### src/rtl/contador_bcd_mux.sv
// Four-digit BCD up/down counter with a built-in scanner for a multiplexed display.
// The scanner emits one BCD digit at a time with an active-low common-anode select.
module contador_bcd_mux #(
    parameter int DIV_CONTEO  = 50000000,
    parameter int DIV_BARRIDO = 50000
) (
    input  logic        clk,
    input  logic        rst,
    input  logic        habilitar,
    input  logic        arriba,
    input  logic        cargar,
    input  logic [15:0] valor_carga,
    output logic [15:0] cuenta,
    output logic [3:0]  display,
    output logic [3:0]  anodo,
    output logic        acarreo
);
    localparam int PW = (DIV_CONTEO  > 1) ? $clog2(DIV_CONTEO)  : 1;
    localparam int SW = (DIV_BARRIDO > 1) ? $clog2(DIV_BARRIDO) : 1;

    logic [PW-1:0] presc_r;
    logic [SW-1:0] scan_r;
    logic [1:0]    idx_r;
    logic [15:0]   cuenta_r;
    logic          acarreo_r;
    logic          tick_s;
    logic [16:0]   step_s;

    // One BCD step over all four digits; bit 16 is set when the count wraps.
    function automatic logic [16:0] bcd_step(input logic [15:0] v, input logic up);
        logic [15:0] r;
        logic        c;
        logic [3:0]  d;
        r = v;
        c = 1'b1;
        for (int i = 0; i < 4; i++) begin
            d = v[4*i +: 4];
            if (c) begin
                if (up) begin
                    if (d == 4'd9) begin
                        r[4*i +: 4] = 4'd0;
                    end else begin
                        r[4*i +: 4] = d + 4'd1;
                        c = 1'b0;
                    end
                end else begin
                    if (d == 4'd0) begin
                        r[4*i +: 4] = 4'd9;
                    end else begin
                        r[4*i +: 4] = d - 4'd1;
                        c = 1'b0;
                    end
                end
            end else begin
                r[4*i +: 4] = d;
            end
        end
        return {c, r};
    endfunction

    // Non-BCD load digits are forced to zero so cuenta always holds valid BCD.
    function automatic logic [15:0] bcd_sanitize(input logic [15:0] v);
        logic [15:0] r;
        for (int i = 0; i < 4; i++) begin
            r[4*i +: 4] = (v[4*i +: 4] > 4'd9) ? 4'd0 : v[4*i +: 4];
        end
        return r;
    endfunction

    assign tick_s = habilitar && (presc_r == PW'(DIV_CONTEO - 1));
    assign step_s = bcd_step(cuenta_r, arriba);

    // Prescaler: free-runs while enabled, restarts on tick or load.
    always_ff @(posedge clk) begin
        if (rst) begin
            presc_r <= '0;
        end else if (cargar || tick_s) begin
            presc_r <= '0;
        end else if (habilitar) begin
            presc_r <= presc_r + PW'(1);
        end else begin
            presc_r <= presc_r;
        end
    end

    // Count register and wrap pulse; a load discards a coincident tick.
    always_ff @(posedge clk) begin
        if (rst) begin
            cuenta_r  <= 16'h0000;
            acarreo_r <= 1'b0;
        end else if (cargar) begin
            cuenta_r  <= bcd_sanitize(valor_carga);
            acarreo_r <= 1'b0;
        end else if (tick_s) begin
            cuenta_r  <= step_s[15:0];
            acarreo_r <= step_s[16];
        end else begin
            cuenta_r  <= cuenta_r;
            acarreo_r <= 1'b0;
        end
    end

    // Digit scanner, independent of enable and load.
    always_ff @(posedge clk) begin
        if (rst) begin
            scan_r <= '0;
            idx_r  <= 2'd0;
        end else if (scan_r == SW'(DIV_BARRIDO - 1)) begin
            scan_r <= '0;
            idx_r  <= idx_r + 2'd1;
        end else begin
            scan_r <= scan_r + SW'(1);
            idx_r  <= idx_r;
        end
    end

    // Digit mux is combinational so a count change shows on the selected digit at once.
    always_comb begin
        anodo = ~(4'b0001 << idx_r);
        case (idx_r)
            2'd0:    display = cuenta_r[3:0];
            2'd1:    display = cuenta_r[7:4];
            2'd2:    display = cuenta_r[11:8];
            2'd3:    display = cuenta_r[15:12];
            default: display = cuenta_r[3:0];
        endcase
    end

    assign cuenta  = cuenta_r;
    assign acarreo = acarreo_r;
endmodule

### config.mk
export PLATFORM = sky130hd
export DESIGN_NAME = contador_bcd_mux
export DESIGN_NICKNAME = d
export VERILOG_FILES = /design/src/rtl/contador_bcd_mux.sv
export SDC_FILE = /design/constraint.sdc
export NUM_CORES = 1
export LEC_CHECK = 0
export BUFFER_PORTS_ARGS = -buffer_cell sky130_fd_sc_hd__buf_2
export CORE_ASPECT_RATIO = 0.5
export CORE_MARGIN = 5
export CORE_UTILIZATION = 45
export CTS_CLUSTER_SIZE = 30
export DETAILED_ROUTE_END_ITERATION = 10
export PLACE_DENSITY_LB_ADDON = 0.3
export SYNTH_ARGS = -nofsm -noshare
export SYNTH_HDL_FRONTEND = slang
export SYNTH_SLANG_ARGS = --single-unit
export TNS_END_PERCENT = 100
### constraint.sdc
create_clock -name clk -period 2.8 [get_ports clk]
set_input_delay 0.7 -clock clk [delete_from_list [all_inputs] [get_ports clk]]
set_output_delay 0.7 -clock clk [all_outputs]
set_load 0.02 [all_outputs]
# Yosys cells after proc, flatten, opt, wreduce, memory -nomap -nowiden
# Cells that the tools add are included.
# Widths: inputs -> output; s select.
op_classes:
  bitwise: 3
  order_cmp: 4
  n_eq_ne: 9
  reduce_logical: 17
  muxes: 36
  shifts: 1
  n_addsub: 11
op_table:
  columns: ["cell", "n"]
  rows:
  - ["$mux 4", 19]
  - ["$mux 16", 2]
  - ["$add 26x1->26 const B", 1]
  - ["$eq 26x26->1 const B", 1]
  - ["$add 16x1->16 const B", 1]
  - ["$add 4x1->4 const B", 4]
  - ["$eq 16x16->1 const B", 1]
  - ["$eq 4x4->1 const B", 4]
  - ["$gt 4x4->1 const B", 4]
  - ["$logic_not 4->1", 4]
  - ["$pmux 4 s4", 1]
  - ["$sub 4x1->4 const B", 4]
  - ["$mux 1", 14]
  - ["$reduce_bool 2->1", 4]
  - ["$reduce_and 2->1", 3]
  - ["$eq 2x2->1 const B", 2]
  - ["$not 4->4", 1]
  - ["$reduce_or 2->1", 2]
  - ["$reduce_or 4->1", 1]
  - ["$shl 1x2->4 const A", 1]
  - ["$add 2x1->2 const B", 1]
  - ["$eq 2x1->1 const B", 1]
  - ["$logic_not 2->1", 1]
  - ["$not 1->1", 2]
  - ["other kinds (2)", 2]
word_totals:
  output_inout_bits: 25
  ff_bits: 61

# Logic depth before layout (Yosys ltp)
logic_depth:
  ltp_word: 8
  depth_mapped: 8
  depth_no_buf: 6

# Least setup slack after synthesis
# No wires, ideal clock.
synth_timing:
  path_kind: "input-to-reg"
  from: "in habilitar"
  to: "reg cuenta_r[10] (netlist: cuenta[10])"
  stages: 7
  setup_slack_ns: 0.575
  setup_time_ns: 0.120
  arrival_ns: 2.106
  path_cell_list: "nand4_2 or3_1 buf_6 nor4_4 buf_6 a21oi_1 a211o_1"
synth_between:
  elab_chain_len: 3
synth_rtl:
  columns: ["item", "line_no", "source"]
  rows:
  - ["from (decl)", "9", "input logic habilitar,"]
  - ["$logic_and 1x1->1", "70", "assign tick_s = habilitar && (presc_r == PW'(DIV_CONTEO - 1));"]
  - ["$reduce_bool 2->1 (no line)", null, null]
  - ["$reduce_and 2->1 (no line)", null, null]
  - ["to (signal assigned)", "92", "cuenta_r <= bcd_sanitize(valor_carga);"]
  - ["to (signal assigned)", "95", "cuenta_r <= step_s[15:0];"]
  - ["to (signal assigned)", "98", "cuenta_r <= cuenta_r;"]
  - ["to (decl)", "24", "logic [15:0] cuenta_r;"]
# Every way passes these cells.
# A chain may end at the register's enable or synchronous reset.

# Worst setup path in the final report
layout_timing:
  from: "reg idx_r[1]"
  to: "out display[2]"
layout_between:
  elab_chain_len: 2
layout_rtl:
  columns: ["item", "line_no", "source"]
  rows:
  - ["from (decl)", "23", "logic [1:0] idx_r;"]
  - ["from (signal assigned)", "110", "idx_r <= idx_r + 2'd1;"]
  - ["from (signal assigned)", "113", "idx_r <= idx_r;"]
  - ["$eq 2x2->1 (tied with other cells)", "120", "case (idx_r)"]
  - ["$pmux 4 s4 (*)", "120", null]
  - ["to (decl)", "14", "output logic [3:0] display,"]
# Mark *: on every way between the ends. The rest lies on a longest branch, timed or not.

==> out/qor.txt <==
Synth area leader: dfxtp_1
VDD IR max: 0.3031 mV
HPWL after DPL: 5769 um
Initial Util: 45.98%
Worst EP arrival: 1.76 ns
Final ANT Viol Nets: 0
share of synthesized flip-flops with an asynchronous set or reset: 0%
Tot GR Track Use: 17.56%
Critical Path, Cell by Cell: inv_1, ha_1, a222oi_1, mux2i_1, buf_2
CP Class: reg -> out
outcome: finished, final reports clean
post-CTS setup repair buffer count: 0
Setup TNS: 0 ns
xor and xnor area share after synthesis: 11.75%
worst reg-to-reg path cell count: 7
DIE WIDTH: 137.4 um
Yosys cell types: 60
design area: 4282 um2
fin crit share: 87.80%
Synth Instances: 459
mux contribution to synthesized area: 2.467%
fin nets: 520
max_slew headroom: 61.50%
Main synth FF type: dfxtp_1
hold path start: scan_r[0]
crit path buf inv count: 2
I/O pins: 46
GP Congestion: 0.8461
Synth Area in Simple Gates: 29.80%
Core ar.: 7943 um2
Synth Area in Compound Gates: 14.59%
dpl cells: 593
WHS Path Cells: 1
pin count of the biggest net entering global routing: 27
leak pwr: 1.623 nW
routed via count: 3323
Worst Hold Path EP: scan_r[0]
CTS H-tree depth: 3
Num CTS Buffers: 9
routed length per instance: 13.67 um
Syn-to-layout area delta: 17.23%
CP startpoint kind: flop
Post-Synth Adder-Cell Area: 2.398%
R2R setup slack: 0.44 ns
Synthesized Nets: 487
critical path peak fanout: 5
Clock Tree Root: clkbuf_16
Crit path largest cell delay: 0.38 ns
Critical R2R Launch: presc_r[0]
Seq/Total Area, Yosys: 33.44%
worst path required time: 2.10 ns
final hold vios: 0
Clk pin slew, worst setup/hold paths: 0.05 ns
Final Power: 2.312 mW
fmax: 0.4068 GHz
DR iter-0 viols: 281
FF-to-FF End: cuenta[11]
top cells by area, synth: dfxtp_1 (33%), xnor2_1 (7.7%), nor2_1 (7.2%)
PwrDens: 540.0 nW/um2
Die Y: 73.71 um
vias in the first global route: 3045
DP Area: 3955 um2
delay-heaviest family, CP: flip-flops
clk sink count: 61
largest family of logic cells by synthesized area: simple AND/OR/NAND/NOR gates
worst skew pair latency: 0.32 ns
Site Rows: 23
Synth top area share: 33.44%
crit end category: primary output
Layout Skew: 0.006131 ns
TritonRoute pass-1 iters: 4
die area: 10130 um2
fraction of layout cells with a size suffix above 1: 16.30%
WL final: 8328 um
slowest CP cell: dfxtp_1
routed vias/inst: 5.456
global route total overflow: 0
Setup Viol. Count Final: 0
Worst-Margin Slew: 0.5774 ns
initial antenna violation count: 0
Post-synth EDFFs: 0
max cap viols: 0
worst hold path type: reg -> reg
RSZ-0062 raised after global routing: no
ANT cells: 0
Post-CTS Hold Buffers: 0
Core Util, Final: 53.91%
CTS tree: done
Seq cells post-synth: 61
Synth Warn #: 0
Final Max Slew Viols: 0
# resized after CTS: 0
DRC violations left: 0
CTS Buffer Depth: 2
Final min period: 2.458 ns
global-route wire length before repair: 14410 um
Syn Std Cell Area: 3652 um2
Non-Filler Instances: 609
IO buf count: 45
syn_area_per_cell: 7.957 um2
==> worst max-delay path by stage <==
stage          startpoint         end  cells past startpoint  slack (ns)
6_report         idx_r[1]  display[2]                      5        0.34
2_1_floorplan   habilitar  cuenta[10]                      7        0.57
3_5_place_dp    habilitar  cuenta[14]                      7        0.18
3_3_place_gp    habilitar  cuenta[10]                      7        0.25
5_1_grt          idx_r[1]  display[2]                      5        0.24
4_1_cts          idx_r[1]  display[2]                      5        0.34
==> worst reg2reg max path: cells and delay by family (launching register included) <==
family	cells	cell delay, ns
multiplexers	1	0.23
adder cells (fa/ha/maj)	1	0.20
AO/OA/AOI/OAI	1	0.11
buffers and inverters	1	0.23
flip-flops	1	0.37
AND/OR/NAND/NOR	3	1.09
==> final cells by class <==
class / count / area [um2]
Clock buffer: 12 / 256.5
Clock inverter: 4 / 70.07
Fill cell: 762 / 3661
Inverter: 18 / 67.56
Multi-Input combinational cell: 349 / 2228
Sequential cell: 61 / 1221
Tap cell: 112 / 140.1
Timing Repair Buffer: 53 / 297.8
==> synthesized netlist by cell type (4+ instances only) <==
master,count
and2_1,4
a211oi_1,8
and4_1,4
dfxtp_1,61
a21oi_1,17
o21ai_0,20
mux2i_1,9
xor2_1,17
xnor2_1,32
and3_1,11
nand4_1,13
nand2_1,25
nand4b_1,4
a222oi_1,4
inv_1,18
nand2b_1,4
nand3_1,23
clkbuf_1,24
nor3_1,14
nor4_1,8
nor2_1,70
ha_1,7
==> through the flow <==
step / hold slack, ns / setup WS (ns)
floorplan: 0.4132 / 0.5747
global placement: 0.4269 / 0.2545
detailed placement: 0.4357 / 0.1829
CTS: 0.4449 / 0.3426
global route: 0.4787 / 0.2424
finish: 0.4469 / 0.3416
==> where the power goes <==
group	total, mW	switching, mW	internal (mW)
Sequential	0.923	0.0365	0.886
Clock	1.19	0.366	0.823
Combinational	0.200	0.117	0.0827
==> registers in the layout (all words and copies together) (netlist names) <==
register  count
presc_r      26
scan_r       16
idx_r         2
acarreo       1
cuenta       16
==> cells by family (layout without fill, tap and decap cells) <==
kind of cell,Yosys count,count (layout)
and+or+nand+nor,206,206
DFF,61,61
muxes,9,9
adders and majority gates,7,7
xor gates and xnor gates,49,49
AOI/OAI and AO/OA,78,78
buffers and inverters,49,87
==> placed cells by master (no fill, tap or decap), types with 3 or more instances in the layout <==
master,synthesis,routed
nor2_1,70,70
dfxtp_1,61,61
buf_2,3,45
xnor2_1,32,32
nand2_1,25,25
nand3_1,23,23
o21ai_0,20,20
inv_1,18,18
xor2_1,17,17
a21oi_1,17,17
nor3_1,14,14
nand4_1,13,13
and3_1,11,11
mux2i_1,9,9
clkbuf_16,0,9
nor4_1,8,8
a211oi_1,8,8
ha_1,7,7
buf_4,0,7
a222oi_1,4,4
nand2b_1,4,4
and4_1,4,4
nand4b_1,4,4
and2_1,4,4
or3_1,3,3
or2_2,3,3
nor2b_1,3,3
o22ai_1,3,3
nor4b_1,3,3
nand3b_1,3,3
==> metal layers <==
metal | part of all wire [%] | up-vias | track usage (%)
met3 | 5.1 | 6 | 4.446
met4 | 0.73 | 0 | 5.531
met1 | 49 | 1555 | 24.23
li1 | - | 1688 | -
met2 | 45 | 74 | 26.94
met5 | 0 | - | 0
(Power assumes the default switching activity.)
